<file path="config.mk">
export PLATFORM = sky130hd
export DESIGN_NAME = lzd_seq_norm_ctrl
export DESIGN_NICKNAME = d
export VERILOG_FILES = /design/src/rtl/lzd_pkg.sv /design/src/rtl/lzd_chunk.sv /design/src/rtl/lzd_seq_norm_ctrl.sv
export SDC_FILE = /design/constraint.sdc
export NUM_CORES = 1
export LEC_CHECK = 0
export ABC_CLOCK_PERIOD_IN_PS = 7800
export CORE_UTILIZATION = 31
export CTS_BUF_LIST = sky130_fd_sc_hd__clkbuf_4 sky130_fd_sc_hd__clkbuf_8 sky130_fd_sc_hd__clkbuf_16
export DETAILED_ROUTE_END_ITERATION = 6
export GPL_ROUTABILITY_DRIVEN = 1
export PLACE_DENSITY = 0.58
export REMOVE_ABC_BUFFERS = 1
export SYNTH_ARGS = -nofsm -noshare
export SYNTH_HDL_FRONTEND = slang
export SYNTH_SLANG_ARGS = --single-unit
</file>
<file path="constraint.sdc">
create_clock -name clk -period 7.8 [get_ports clk]
set_input_delay 1.56 -clock clk [delete_from_list [all_inputs] [get_ports clk]]
set_output_delay 1.56 -clock clk [all_outputs]
set_load 0.05 [all_outputs]
</file>
<file path="src/rtl/lzd_pkg.sv">
// Shared constants for the sequential leading-zero normalizer:
// FSM state encodings and a constant-foldable ceil(log2) helper.
`timescale 1ns/1ps
package lzd_pkg;

  localparam logic [1:0] IDLE = 2'd0;
  localparam logic [1:0] SCAN = 2'd1;
  localparam logic [1:0] DONE = 2'd2;

  function automatic int clog2(input int value);
    int r;
    r = 0;
    while ((1 << r) < value) r++;
    return r;
  endfunction

endpackage

</file>
<file path="src/rtl/lzd_chunk.sv">
// Combinational leading-zero detector for one W-bit chunk, built as a
// recursive tree of 2-bit cells merged with the (position, valid) combine.
`timescale 1ns/1ps
module lzd_chunk
  import lzd_pkg::*;
#(
  parameter int W = 8
) (
  input  logic [W-1:0]        d,
  output logic [clog2(W)-1:0] z,
  output logic                nz
);

  generate
    if (W == 2) begin : g_leaf
      assign z  = ~d[1];
      assign nz = |d;
    end else begin : g_node
      localparam int HW  = W / 2;
      localparam int SZW = clog2(HW);

      logic [SZW-1:0] z_hi;
      logic [SZW-1:0] z_lo;
      logic           nz_hi;
      logic           nz_lo;

      lzd_chunk #(.W(HW)) u_hi (.d(d[W-1:HW]), .z(z_hi), .nz(nz_hi));
      lzd_chunk #(.W(HW)) u_lo (.d(d[HW-1:0]), .z(z_lo), .nz(nz_lo));

      // Upper half wins when it holds a one; otherwise the lower position
      // is offset by HW, which is just the new MSB of z.
      assign nz = nz_hi | nz_lo;
      assign z  = nz_hi ? {1'b0, z_hi} : {1'b1, z_lo};
    end
  endgenerate

endmodule

</file>
<file path="src/rtl/lzd_seq_norm_ctrl.sv">
// Multi-cycle leading-zero counter and normalizer: scans the operand
// MSB-first one chunk per cycle with a single shared chunk LZD.
`timescale 1ns/1ps
module lzd_seq_norm_ctrl
  import lzd_pkg::*;
#(
  parameter  int DATA_WIDTH  = 32,
  parameter  int CHUNK_WIDTH = 8,
  localparam int CNT_WIDTH   = clog2(DATA_WIDTH) + 1
) (
  input  logic                  clk,
  input  logic                  rst_n,
  input  logic                  flush,
  input  logic                  in_valid,
  output logic                  in_ready,
  input  logic [DATA_WIDTH-1:0] in_data,
  output logic                  out_valid,
  input  logic                  out_ready,
  output logic [CNT_WIDTH-1:0]  out_count,
  output logic [DATA_WIDTH-1:0] out_norm,
  output logic                  out_zero
);

  localparam int NCHUNK = DATA_WIDTH / CHUNK_WIDTH;
  localparam int IDX_W  = (NCHUNK > 1) ? clog2(NCHUNK) : 1;
  localparam int ZW     = clog2(CHUNK_WIDTH);

  logic [1:0]            state_q, state_d;
  logic [DATA_WIDTH-1:0] data_q,  data_d;
  logic [CNT_WIDTH-1:0]  cnt_q,   cnt_d;
  logic [IDX_W-1:0]      idx_q,   idx_d;
  logic                  zero_q,  zero_d;

  logic [ZW-1:0]         chunk_z;
  logic                  chunk_nz;

  lzd_chunk #(.W(CHUNK_WIDTH)) u_lzd_chunk (
    .d  (data_q[DATA_WIDTH-1 -: CHUNK_WIDTH]),
    .z  (chunk_z),
    .nz (chunk_nz)
  );

  always_comb begin
    state_d = state_q;
    data_d  = data_q;
    cnt_d   = cnt_q;
    idx_d   = idx_q;
    zero_d  = zero_q;
    if (flush) begin
      state_d = IDLE;
    end else begin
      case (state_q)
        IDLE: begin
          if (in_valid) begin
            data_d  = in_data;
            cnt_d   = '0;
            idx_d   = '0;
            zero_d  = 1'b0;
            state_d = SCAN;
          end
        end
        SCAN: begin
          if (chunk_nz) begin
            cnt_d   = cnt_q + CNT_WIDTH'(chunk_z);
            data_d  = data_q << chunk_z;
            state_d = DONE;
          end else if (idx_q == IDX_W'(NCHUNK - 1)) begin
            cnt_d   = cnt_q + CNT_WIDTH'(CHUNK_WIDTH);
            data_d  = '0;
            zero_d  = 1'b1;
            state_d = DONE;
          end else begin
            cnt_d   = cnt_q + CNT_WIDTH'(CHUNK_WIDTH);
            data_d  = data_q << CHUNK_WIDTH;
            idx_d   = idx_q + IDX_W'(1);
          end
        end
        DONE: begin
          if (out_ready) state_d = IDLE;
        end
        default: state_d = IDLE;
      endcase
    end
  end

  always_ff @(posedge clk or negedge rst_n) begin
    if (!rst_n) begin
      state_q <= IDLE;
      data_q  <= '0;
      cnt_q   <= '0;
      idx_q   <= '0;
      zero_q  <= 1'b0;
    end else begin
      state_q <= state_d;
      data_q  <= data_d;
      cnt_q   <= cnt_d;
      idx_q   <= idx_d;
      zero_q  <= zero_d;
    end
  end

  assign in_ready  = (state_q == IDLE);
  assign out_valid = (state_q == DONE);
  assign out_count = cnt_q;
  assign out_norm  = data_q;
  assign out_zero  = zero_q;

endmodule
</file>
==> reports/summary.txt <==
Mapped Cells = 365
GRT Total Usage = 20.7%
# diodes = 0
CP max-delay cell = o21a_1
CTS max path bufs = 2
Vias in the first global route = 3318
Worst path max stage delay = 0.87 ns
WP buf/inv = 1
Type of destination of the critical path = flop
VDD IR-drop max = 0.0000773 V
Setup TNS = 0 ns
Post-layout power = 989 uW
Psw = 469 uW
DRT Pass-1 Iters = 4
Largest net degree at the start of global routing = 52
Hold WS = 0.538 ns
Max Freq = 281 MHz
# nets final = 466
Slew margin rel. = 26.1%
Num CTS Buffers = 5
Fill cell count = 1065
Vias/cell = 6.07
Fin crit period = 3.56 ns
Syn. warnings = 0
PD cells = 233 mW/mm^2
First-pass GRT wire length = 18200 microns
Slew Viols, Final = 0
Io pins = 78
Logic pwr share = 50.1%
Status = complete, no violations
Required time of the critical path = 7.99 ns
Max FO, Critical Path = 27
Placed Area = 0.00416 sq mm
Via count = 3401
Drt drc = 0
Synth cell types = 48
WP data arrival = 3.75 ns
Leak = 1.55 nW
Area grow syn2layout = 28.8%
Post-DR wirelength/cell = 20.0 microns
Period utilization = 45.6%
# Post-CTS Setup Buffers = 0
Switching part of the total = 47.4%
CTS Sinks = 43
# hold bufs at CTS = 0
Routed Antenna Nets = 0
Final setup violation count = 0
Clock share of power = 15.3%
Die width = 105 microns
I/O Buffers = 77
Register area share after synthesis = 32.6%
Congestion Overflow GR = 0
Startpoint types = input pin
Die height = 105 microns
Row cnt = 37
Ys async rst share = 100%
Finished Layout Cells = 560
Final Instance Area = 0.00424 sq mm
Ys flop type = dfrtp_1
Layout cell share with drive strength beyond 1 = 9.20%
Clk slew on worst S/H paths = 0.09 ns
Cell Int Power = 520 uW
DP HPWL = 7530 microns
Syn Area/Cell = 9.03 sq um
Core Area = 0.0103 sq mm
RSZ-0062 raised after global routing = no
Crit-path cells = clkdlybuf4s50_1, nor2_1, o21a_1, o21ai_0, a22o_1
CTS tree = yes
Worst-Skew Late Latency = 0.31 ns
Post-synth EDFFs = 0
Mapped cell area = 0.00330 sq mm
Total Routed Length = 11200 microns
Worst-Margin Slew = 1.10 ns
Final hold vios = 0
Placed Cells = 553
Starting Density = 31.9%
Routability cong. = 0.825
Worst clock skew = 0.0113 ns
Min-delay worst type = reg2reg
Crit-path leading delay family = compound AO/OA/AOI/OAI gates
H-tree depth = 2
Synth Register Bits = 43
Root Buffer = clkbuf_8
CP Class = in2reg
Initial antenna violation count = 0
DR iter-0 viols = 204
Post-CTS Resized = 0
Seq pwr share = 34.6%
Max cap viols = 0
Die area = 0.0110 sq mm
sequential cells by signal, indices dropped and copies added (netlist names):
name and flops:
out_count 6, idx_q 2, out_norm 32, state_q 2, out_zero 1
cells in the mapped netlist, types with 2 or more instances:
master	n	area [sq um]
nor2_1	48	180
dfrtp_1	43	1080
o21ai_0	30	150
a21oi_1	24	120
clkbuf_1	21	78.8
nand2_1	21	78.8
a221oi_1	20	175
a221o_1	16	160
mux4_2	15	338
o211ai_1	14	105
inv_1	13	48.8
nand4_1	10	62.6
nand3_1	9	45.0
a31oi_1	7	43.8
buf_2	7	35.0
a22oi_1	6	45.0
a32oi_1	4	35.0
ha_1	4	50.1
nor2b_1	4	25.0
o21ai_1	4	20.0
a21o_1	3	22.5
or4_1	3	22.5
a211oi_1	2	15.0
a21boi_0	2	15.0
a22o_1	2	17.5
buf_4	2	15.0
buf_6	2	22.5
mux4_1	2	52.6
nand2b_1	2	12.5
nor3_1	2	10.0
nor4_4	2	42.5
o21a_1	2	15.0
o31ai_1	2	15.0
or2_2	2	12.5
xor2_1	2	17.5
power groups by stage:
stage	combinational, mW	sequential [mW]	clock, mW
after floorplan	0.212	0.440	0
after global placement	0.488	0.346	0
after detailed placement	0.492	0.346	0
after CTS	0.494	0.342	0.155
after global routing	0.528	0.351	0.161
final	0.495	0.343	0.151
metrics by stage:
step | setup WS, ns | util (%)
3_3_place_gp | 3.96 | 40.3
6_report | 4.24 | 41.1
5_1_grt | 4.06 | 41.1
3_5_place_dp | 3.91 | 40.3
4_1_cts | 4.21 | 41.1
2_1_floorplan | 2.34 | -
metal layers:
| metal | wire length, microns | global-route usage, % | vias up |
|---|---|---|---|
| met5 | 0 | 0 | - |
| met4 | 128 | 5.23 | 0 |
| met3 | 715 | 2.43 | 9 |
| met2 | 5310 | 33.2 | 138 |
| met1 | 5040 | 29.5 | 1700 |
| li1 | - | - | 1554 |
tightest hold or removal path, stage by stage, from the launching register on:
cell and delay [ns]:
dfrtp_1 0.37, a31oi_1 0.05, nor2_1 0.08
path summary, 6_finish.rpt:
check | from | endpoint | slack, ns | depth (start not counted)
max | flush | out_norm[0] | 4.24 | 5
min | out_zero | out_zero | 0.54 | 2
max reg2reg | out_norm[26] | out_count[4] | 4.35 | 12
min reg2reg | out_zero | out_zero | 0.54 | 2
max in group asynchronous | rst_n | out_norm[31] | 5.72 | 1
min in group asynchronous | rst_n | out_count[5] | 1.42 | 1
layout make-up:
| class | instances | area (sq um) | area share, % |
|---|---|---|---|
| clock buffer | 6 | 82.6 | 1.95 |
| clock inverter | 1 | 5.00 | 0.118 |
| inverter | 14 | 52.6 | 1.24 |
| multi-input combinational | 276 | 2040 | 48.1 |
| sequential | 43 | 1080 | 25.4 |
| tap | 136 | 170 | 4.01 |
| timing repair buffer | 84 | 818 | 19.3 |
cell families (layout without fill, tap and decap cells):
kind of cell / Yosys count / count (layout) / share of synthesized area (%)
mux: 18 / 18 / 12.1
xor+xnor: 2 / 2 / 0.532
flops: 43 / 43 / 32.6
compound gates: 145 / 145 / 30.8
fa+ha+maj: 5 / 5 / 2.13
simple gates: 106 / 106 / 15.6
buf+inv: 46 / 105 / 6.19
placed cells by master (no fill, tap or decap), drive strengths merged, types with 16 or more instances in the layout:
master         instances
clkdlybuf4s50         76
nor2                  48
dfrtp                 43
o21ai                 35
a21oi                 24
nand2                 22
a221oi                20
mux4                  17
a221o                 16
(Power assumes the default switching activity.)
